--- src/rtl/led_scan_ctrl.sv ---
`default_nettype none
// ============================================================================
//  Module      : led_scan_ctrl
//  Description : Time-multiplexed scan controller for a common-anode
//                multi-digit 7-segment display sharing one combinational
//                hex-to-7-segment decoder. One digit is served per slot of
//                DIV clock cycles. Each slot opens with DEAD blanking cycles
//                (anti-ghosting). The digit's segment pattern is then
//                captured from the decoder and held for the remainder of
//                the slot. Display words are double-buffered and committed
//                only at frame boundaries, so a frame never mixes two words.
//
//  Parameters  : DIG_N - digits scanned (2..8)
//                DIV   - clock cycles per digit slot (>= 4)
//                DEAD  - blanking cycles at slot start (1..DIV-2)
//
//  Ports       : clk        in   system clock
//                rst        in   synchronous, active-high reset
//                load       in   write strobe for data_in
//                data_in    in   [31:0] display word, nibble k -> digit k
//                num_out    out  [3:0]  nibble presented to the decoder
//                dig_in     in   [7:0]  active-low pattern from the decoder
//                seg        out  [7:0]  active-low segment drive (registered)
//                com        out  [7:0]  active-low digit commons (registered)
//                load_ack   out  pulse: first cycle of a frame showing a
//                                newly committed word
//                frame_tick out  pulse: first cycle of every frame
//
//  Build macro : LED_LZ_BLANK_EN - when defined, leading zeros are blanked
//                (digit 0 is always shown).
//
//  Revision    : 1.0 - initial release
// ============================================================================
module led_scan_ctrl #(
    parameter int DIG_N = 8,
    parameter int DIV   = 50000,
    parameter int DEAD  = 16
) (
    input  logic        clk,
    input  logic        rst,
    input  logic        load,
    input  logic [31:0] data_in,
    output logic [3:0]  num_out,
    input  logic [7:0]  dig_in,
    output logic [7:0]  seg,
    output logic [7:0]  com,
    output logic        load_ack,
    output logic        frame_tick
);

    // ------------------------------------------------------------------------
    // Constants
    // ------------------------------------------------------------------------
    localparam int                  c_tick_w    = $clog2(DIV);
    localparam logic [c_tick_w-1:0] c_tick_last = c_tick_w'(DIV - 1);
    localparam logic [c_tick_w-1:0] c_dead      = c_tick_w'(DEAD);
    localparam logic [2:0]          c_idx_last  = 3'(DIG_N - 1);
    localparam logic [7:0]          c_blank     = 8'hFF;

    // ------------------------------------------------------------------------
    // State
    // ------------------------------------------------------------------------
    logic [c_tick_w-1:0] r_tick;      // position inside the current slot
    logic [2:0]          r_idx;       // digit being served
    logic [31:0]         r_active;    // word currently displayed
    logic [31:0]         r_pend;      // word waiting for the next boundary
    logic                r_pend_v;    // r_pend holds an uncommitted word
    logic [3:0]          r_num;       // decoder input, stable for a slot
    logic [7:0]          r_seg;
    logic [7:0]          r_com;
    logic                r_blank;     // current digit suppressed (LZ blank)
    logic                r_ack_pend;  // a commit happened at the last boundary

    // ------------------------------------------------------------------------
    // Next-state signals
    // ------------------------------------------------------------------------
    logic                w_slot_end;
    logic                w_boundary;
    logic                w_commit;
    logic [c_tick_w-1:0] w_tick_nxt;
    logic [2:0]          w_idx_nxt;
    logic [31:0]         w_active_nxt;
    logic [3:0]          w_num_nxt;
    logic                w_blank_nxt;
    logic                w_dead_nxt;
    logic                w_capture;
    logic [7:0]          w_seg_nxt;
    logic [7:0]          w_com_nxt;

    // Slot and frame sequencing. Registered outputs are computed from the
    // *next* tick/idx so that seg/com line up with the tick value present in
    // the same cycle (reset state tick=0 is a DEAD cycle with both blank).
    always_comb begin
        w_slot_end   = (r_tick == c_tick_last);
        w_boundary   = w_slot_end && (r_idx == c_idx_last);
        w_commit     = w_boundary && r_pend_v;

        w_tick_nxt   = w_slot_end ? '0 : (r_tick + c_tick_w'(1));

        w_idx_nxt    = r_idx;
        if (w_boundary) begin
            w_idx_nxt = 3'd0;
        end else if (w_slot_end) begin
            w_idx_nxt = r_idx + 3'd1;
        end

        // The commit and the slot start happen on the same edge, so the
        // first digit of the new frame must already see the new word.
        w_active_nxt = w_commit ? r_pend : r_active;
        w_num_nxt    = w_active_nxt[{w_idx_nxt, 2'b00} +: 4];
    end

    // Leading-zero suppression decision, taken once per slot from the word
    // that will be displayed during that slot.
`ifdef LED_LZ_BLANK_EN
    function automatic logic lz_blank(input logic [31:0] word,
                                      input logic [2:0]  k);
        logic any_nz;
        any_nz = 1'b0;
        for (int j = 0; j < 8; j++) begin
            if ((j < DIG_N) && (j >= int'(k)) && (word[4*j +: 4] != 4'd0)) begin
                any_nz = 1'b1;
            end
        end
        return (k != 3'd0) && !any_nz;
    endfunction

    assign w_blank_nxt = lz_blank(w_active_nxt, w_idx_nxt);
`else
    assign w_blank_nxt = 1'b0;
`endif

    // Segment / common drive for the coming cycle.
    always_comb begin
        w_dead_nxt = (w_tick_nxt < c_dead);
        // The edge leaving tick = DEAD-1 is the capture point: num_out has
        // been stable since slot start, giving the decoder DEAD cycles.
        w_capture  = (w_tick_nxt == c_dead);

        w_seg_nxt  = r_seg;
        w_com_nxt  = r_com;
        if (w_dead_nxt || r_blank) begin
            w_seg_nxt = c_blank;
            w_com_nxt = c_blank;
        end else begin
            // idx < DIG_N, so unused commons stay high automatically.
            w_com_nxt = ~(8'd1 << w_idx_nxt);
            if (w_capture) begin
                w_seg_nxt = dig_in;
            end
        end
    end

    // ------------------------------------------------------------------------
    // Registers
    // ------------------------------------------------------------------------
    always_ff @(posedge clk) begin
        if (rst) begin
            r_tick     <= '0;
            r_idx      <= 3'd0;
            r_active   <= 32'd0;
            r_pend     <= 32'd0;
            r_pend_v   <= 1'b0;
            r_num      <= 4'd0;
            r_seg      <= c_blank;
            r_com      <= c_blank;
            r_blank    <= 1'b0;
            r_ack_pend <= 1'b0;
        end else begin
            r_tick   <= w_tick_nxt;
            r_idx    <= w_idx_nxt;
            r_active <= w_active_nxt;

            // A load always lands in the pending buffer. On a boundary cycle
            // the commit above has already taken the old pending word, and
            // the new one stays pending for the next boundary.
            if (load) begin
                r_pend   <= data_in;
                r_pend_v <= 1'b1;
            end else if (w_commit) begin
                r_pend_v <= 1'b0;
            end

            if (w_slot_end) begin
                r_num   <= w_num_nxt;
                r_blank <= w_blank_nxt;
            end

            r_seg      <= w_seg_nxt;
            r_com      <= w_com_nxt;
            r_ack_pend <= w_commit;
        end
    end

    // ------------------------------------------------------------------------
    // Outputs
    // ------------------------------------------------------------------------
    assign num_out    = r_num;
    assign seg        = r_seg;
    assign com        = r_com;

    // frame_tick is decoded from the counters rather than registered: the
    // counters already sit at tick=0/idx=0 while reset is held, and the pulse
    // has to appear on the very first cycle after reset is released. Gating
    // with rst keeps it low throughout reset.
    assign frame_tick = ~rst & (r_tick == '0) & (r_idx == 3'd0);
    assign load_ack   = frame_tick & r_ack_pend;

endmodule
`default_nettype wire
--- config.mk ---
export PLATFORM = sky130hd
export DESIGN_NAME = led_scan_ctrl
export DESIGN_NICKNAME = d
export VERILOG_FILES = /design/src/rtl/led_scan_ctrl.sv
export SDC_FILE = /design/constraint.sdc
export NUM_CORES = 1
export LEC_CHECK = 0
export BUFFER_PORTS_ARGS = -buffer_cell sky130_fd_sc_hd__buf_2
export CAP_MARGIN = 20
export CORE_MARGIN = 4
export CORE_UTILIZATION = 41
export CTS_BUF_LIST = sky130_fd_sc_hd__clkbuf_2 sky130_fd_sc_hd__clkbuf_4 sky130_fd_sc_hd__clkbuf_8
export CTS_CLUSTER_SIZE = 30
export DETAILED_ROUTE_END_ITERATION = 8
export MAX_ROUTING_LAYER = met4
export SYNTH_ARGS = -nofsm -noshare
export SYNTH_HDL_FRONTEND = slang
export SYNTH_SLANG_ARGS = --single-unit
export TNS_END_PERCENT = 100
--- constraint.sdc ---
create_clock -name clk -period 5.9 [get_ports clk]
set_clock_uncertainty 0.2 [all_clocks]
set_input_delay 0.885 -clock clk [delete_from_list [all_inputs] [get_ports clk]]
set_output_delay 0.885 -clock clk [all_outputs]
set_load 0.005 [all_outputs]
==> run metrics <==
outcome finished clean; placed cells 634; Tmin final 3.76 ns; number of global-route vias before repair 3,164; synth cell count leaders dfxtp_1, nor2_1, mux2i_1; Mean Syn Cell Area 9.55 µm²; actual slew at the worst max-slew pin 0.966 ns; htree depth 3; number of synthesized flops with an enable pin 0; Ant. Diodes 0; setup tns final 0 ns; area grow syn2layout 13.1%; Initial DRC Count 176; CP Launch Type flip-flop; GRT busiest layer met2; Max Freq 266 MHz; Mapped Area 4380 µm²; total global-route track usage 16.1%; first-pass GRT wire length 15,700 µm; Global Route met3 Usage 3.91%; gp weighted congestion 0.826; die height 111 µm; post-synth top area cell dfxtp_1; Die Wd 111 µm; FFs w/ async S/R, synth 0%; final net count 557; fin crit share 63.8%; GR Util met1 20.3%; Multi-input gate area 2140 µm²; Hold Vio Cnt, Final 0; largest net degree at the start of global routing 83; Max Buffers Root-to-Sink 2; GR Util met2 25.9%; critical path cell sequence or4_4 > nor4_4 > nand3_2 > mux2i_1 > o22ai_1 > a2111oi_2 > nor3_1; DRC 0; critical path fanouts, max 31; cells taking the most area after synthesis dfxtp_1, mux2i_1, nor2_1; layout cells sized above 1 19.3%; Post-CTS Setup Inserts 0; hpwl dp 6690 µm; HP Class reg -> reg; via count 3,351; row cnt 37; Critical Path Max Stage Delay 0.84 ns; Clock transition at path regs 0.10 ns; cts bufs inserted 9; clk sinks 105; WP data arrival 3.84 ns; register area share after synthesis 48.0%; worst skew pair latency 0.38 ns; Yosys top cell area share 48.0%; Sequential Area 2100 µm²; Buf/Inv on CP 0; most frequent cell after synthesis dfxtp_1; Yosys Warn Count 0; Synth Register Bits 105; RSZ-0062 raised after global routing no; Fillers 1,044; Worst EP required 5.97 ns; Max Cap Viol 0; Critical Path Slowest Stage Cell nand3_2; initial antenna violation count 0; Critical Path Sink Type flip-flop; cts hold-fix bufs 0; Syn Nets 507; family with the most delay on the worst path simple AND/OR/NAND/NOR gates; VDD IR max 161 µV; wire per inst 14.6 µm; Non-Filler Cell Area, Final 4950 µm²; Routed Antenna Nets 0; PwrDens 245 nW/µm²; clk root buf clkbuf_8; Via density 5.16; total die area 12,400 µm²; final wirelength 9490 µm; Starting Density 42.3%; Synth Flop Type dfxtp_1; TritonCTS clock tree yes; Crit Path Class reg -> reg; global route total overflow 0; Boundary Pins 65; drt first pass iters 4; final setup violating endpoints 0; Core Util, Final 47.8%; relative slew slack 35.6%; synthesized netlist cell count 459; cell leakage power 0.00214 µW; placed inst area 4770 µm²; number of port buffers 64; # resized after CTS 0; Final Instance Count excl. Fillers 650; Placeable Area 10,400 µm²; Pins Over Slew Limit 0; distinct cell type count of the synthesized netlist 52
-- metrics by stage --
stage	power, µW	setup WS [ns]	hold WS [ns]
finish	1210	2.14	0.266
detailed placement	811	2.15	0.258
CTS	1230	2.12	0.272
global route	1270	1.83	0.297
floorplan	786	3.10	0.236
global placement	809	2.20	0.250
-- per-layer routing --
layer  part of all wire (%)  wire, µm
met3                    4.4       420
met2                     48      4590
met4                    1.0        95
met5                      0         0
met1                     46      4390
-- flip-flops by register name, indices dropped and copies added, names as in the netlist --
| name | cells |
|---|---|
| com | 8 |
| num_out | 4 |
| r_ack_pend | 1 |
| r_active | 32 |
| r_idx | 3 |
| r_pend | 32 |
| r_pend_v | 1 |
| r_tick | 16 |
| seg | 8 |
-- cells in the final DEF, fill, tap and decap left out, types with 2 or more instances in the layout --
cell,netlist,routed
nand4_1,5,5
nand2b_1,9,9
and3_1,7,7
nor4_1,4,4
o211ai_1,5,5
mux2i_1,61,61
a31oi_2,2,2
nor2_1,96,96
dfxtp_1,105,105
clkinvlp_4,0,2
xor2_1,7,7
clkbuf_8,0,9
ha_1,5,5
xnor2_1,7,7
nand3b_1,4,4
buf_2,4,64
or2_2,3,3
o221ai_1,3,3
a21oi_1,13,13
o22a_1,9,9
nor4_4,2,2
nand2_1,19,19
inv_1,8,8
or4_4,2,2
nand3_1,10,10
o21ai_0,2,2
and4_1,2,2
nor3_1,11,11
o22ai_1,10,10
-- cell families (layout without fill, tap and decap cells) --
family	count (synthesis)	in the layout	synth area share, %
multiplexers	62	62	14.2
XOR/XNOR	14	14	2.80
flip-flops	105	105	48.0
AO/OA/AOI/OAI	55	55	9.34
adder cells (fa/ha/maj)	5	5	1.43
AND/OR/NAND/NOR	184	184	21.1
buffers and inverters	34	89	3.20
-- worst register-to-register path, delay by kind of cell (launching register included) --
kind,cells,cell delay (ns)
multiplexers,1,0.49
AND/OR/NAND/NOR,4,2.13
AO/OA/AOI/OAI,2,0.44
flip-flops,1,0.39
-- final timing paths --
check | start | end | slack, ns | cells after the start
setup reg to reg | r_tick[5] | num_out[0] | 2.14 | 7
hold / removal | r_active[19] | r_active[19] | 0.27 | 2
hold reg to reg | r_active[19] | r_active[19] | 0.27 | 2
setup / recovery | r_tick[5] | num_out[0] | 2.14 | 7
-- cell type report --
type | count | area share (%)
clock buffers | 10 | 2.65
clock inverters | 6 | 1.09
inverters | 8 | 0.606
multi-input cells | 320 | 43.2
flip-flops and latches | 105 | 42.4
well taps | 136 | 3.43
repair buffers | 65 | 6.62
-- power breakdown --
group,internal [µW],total [µW],switching (µW)
clock,163,419,256
combinational,28.6,58.4,29.9
sequential,723,735,11.3
No activity file was read; power rests on OpenSTA's default activity.
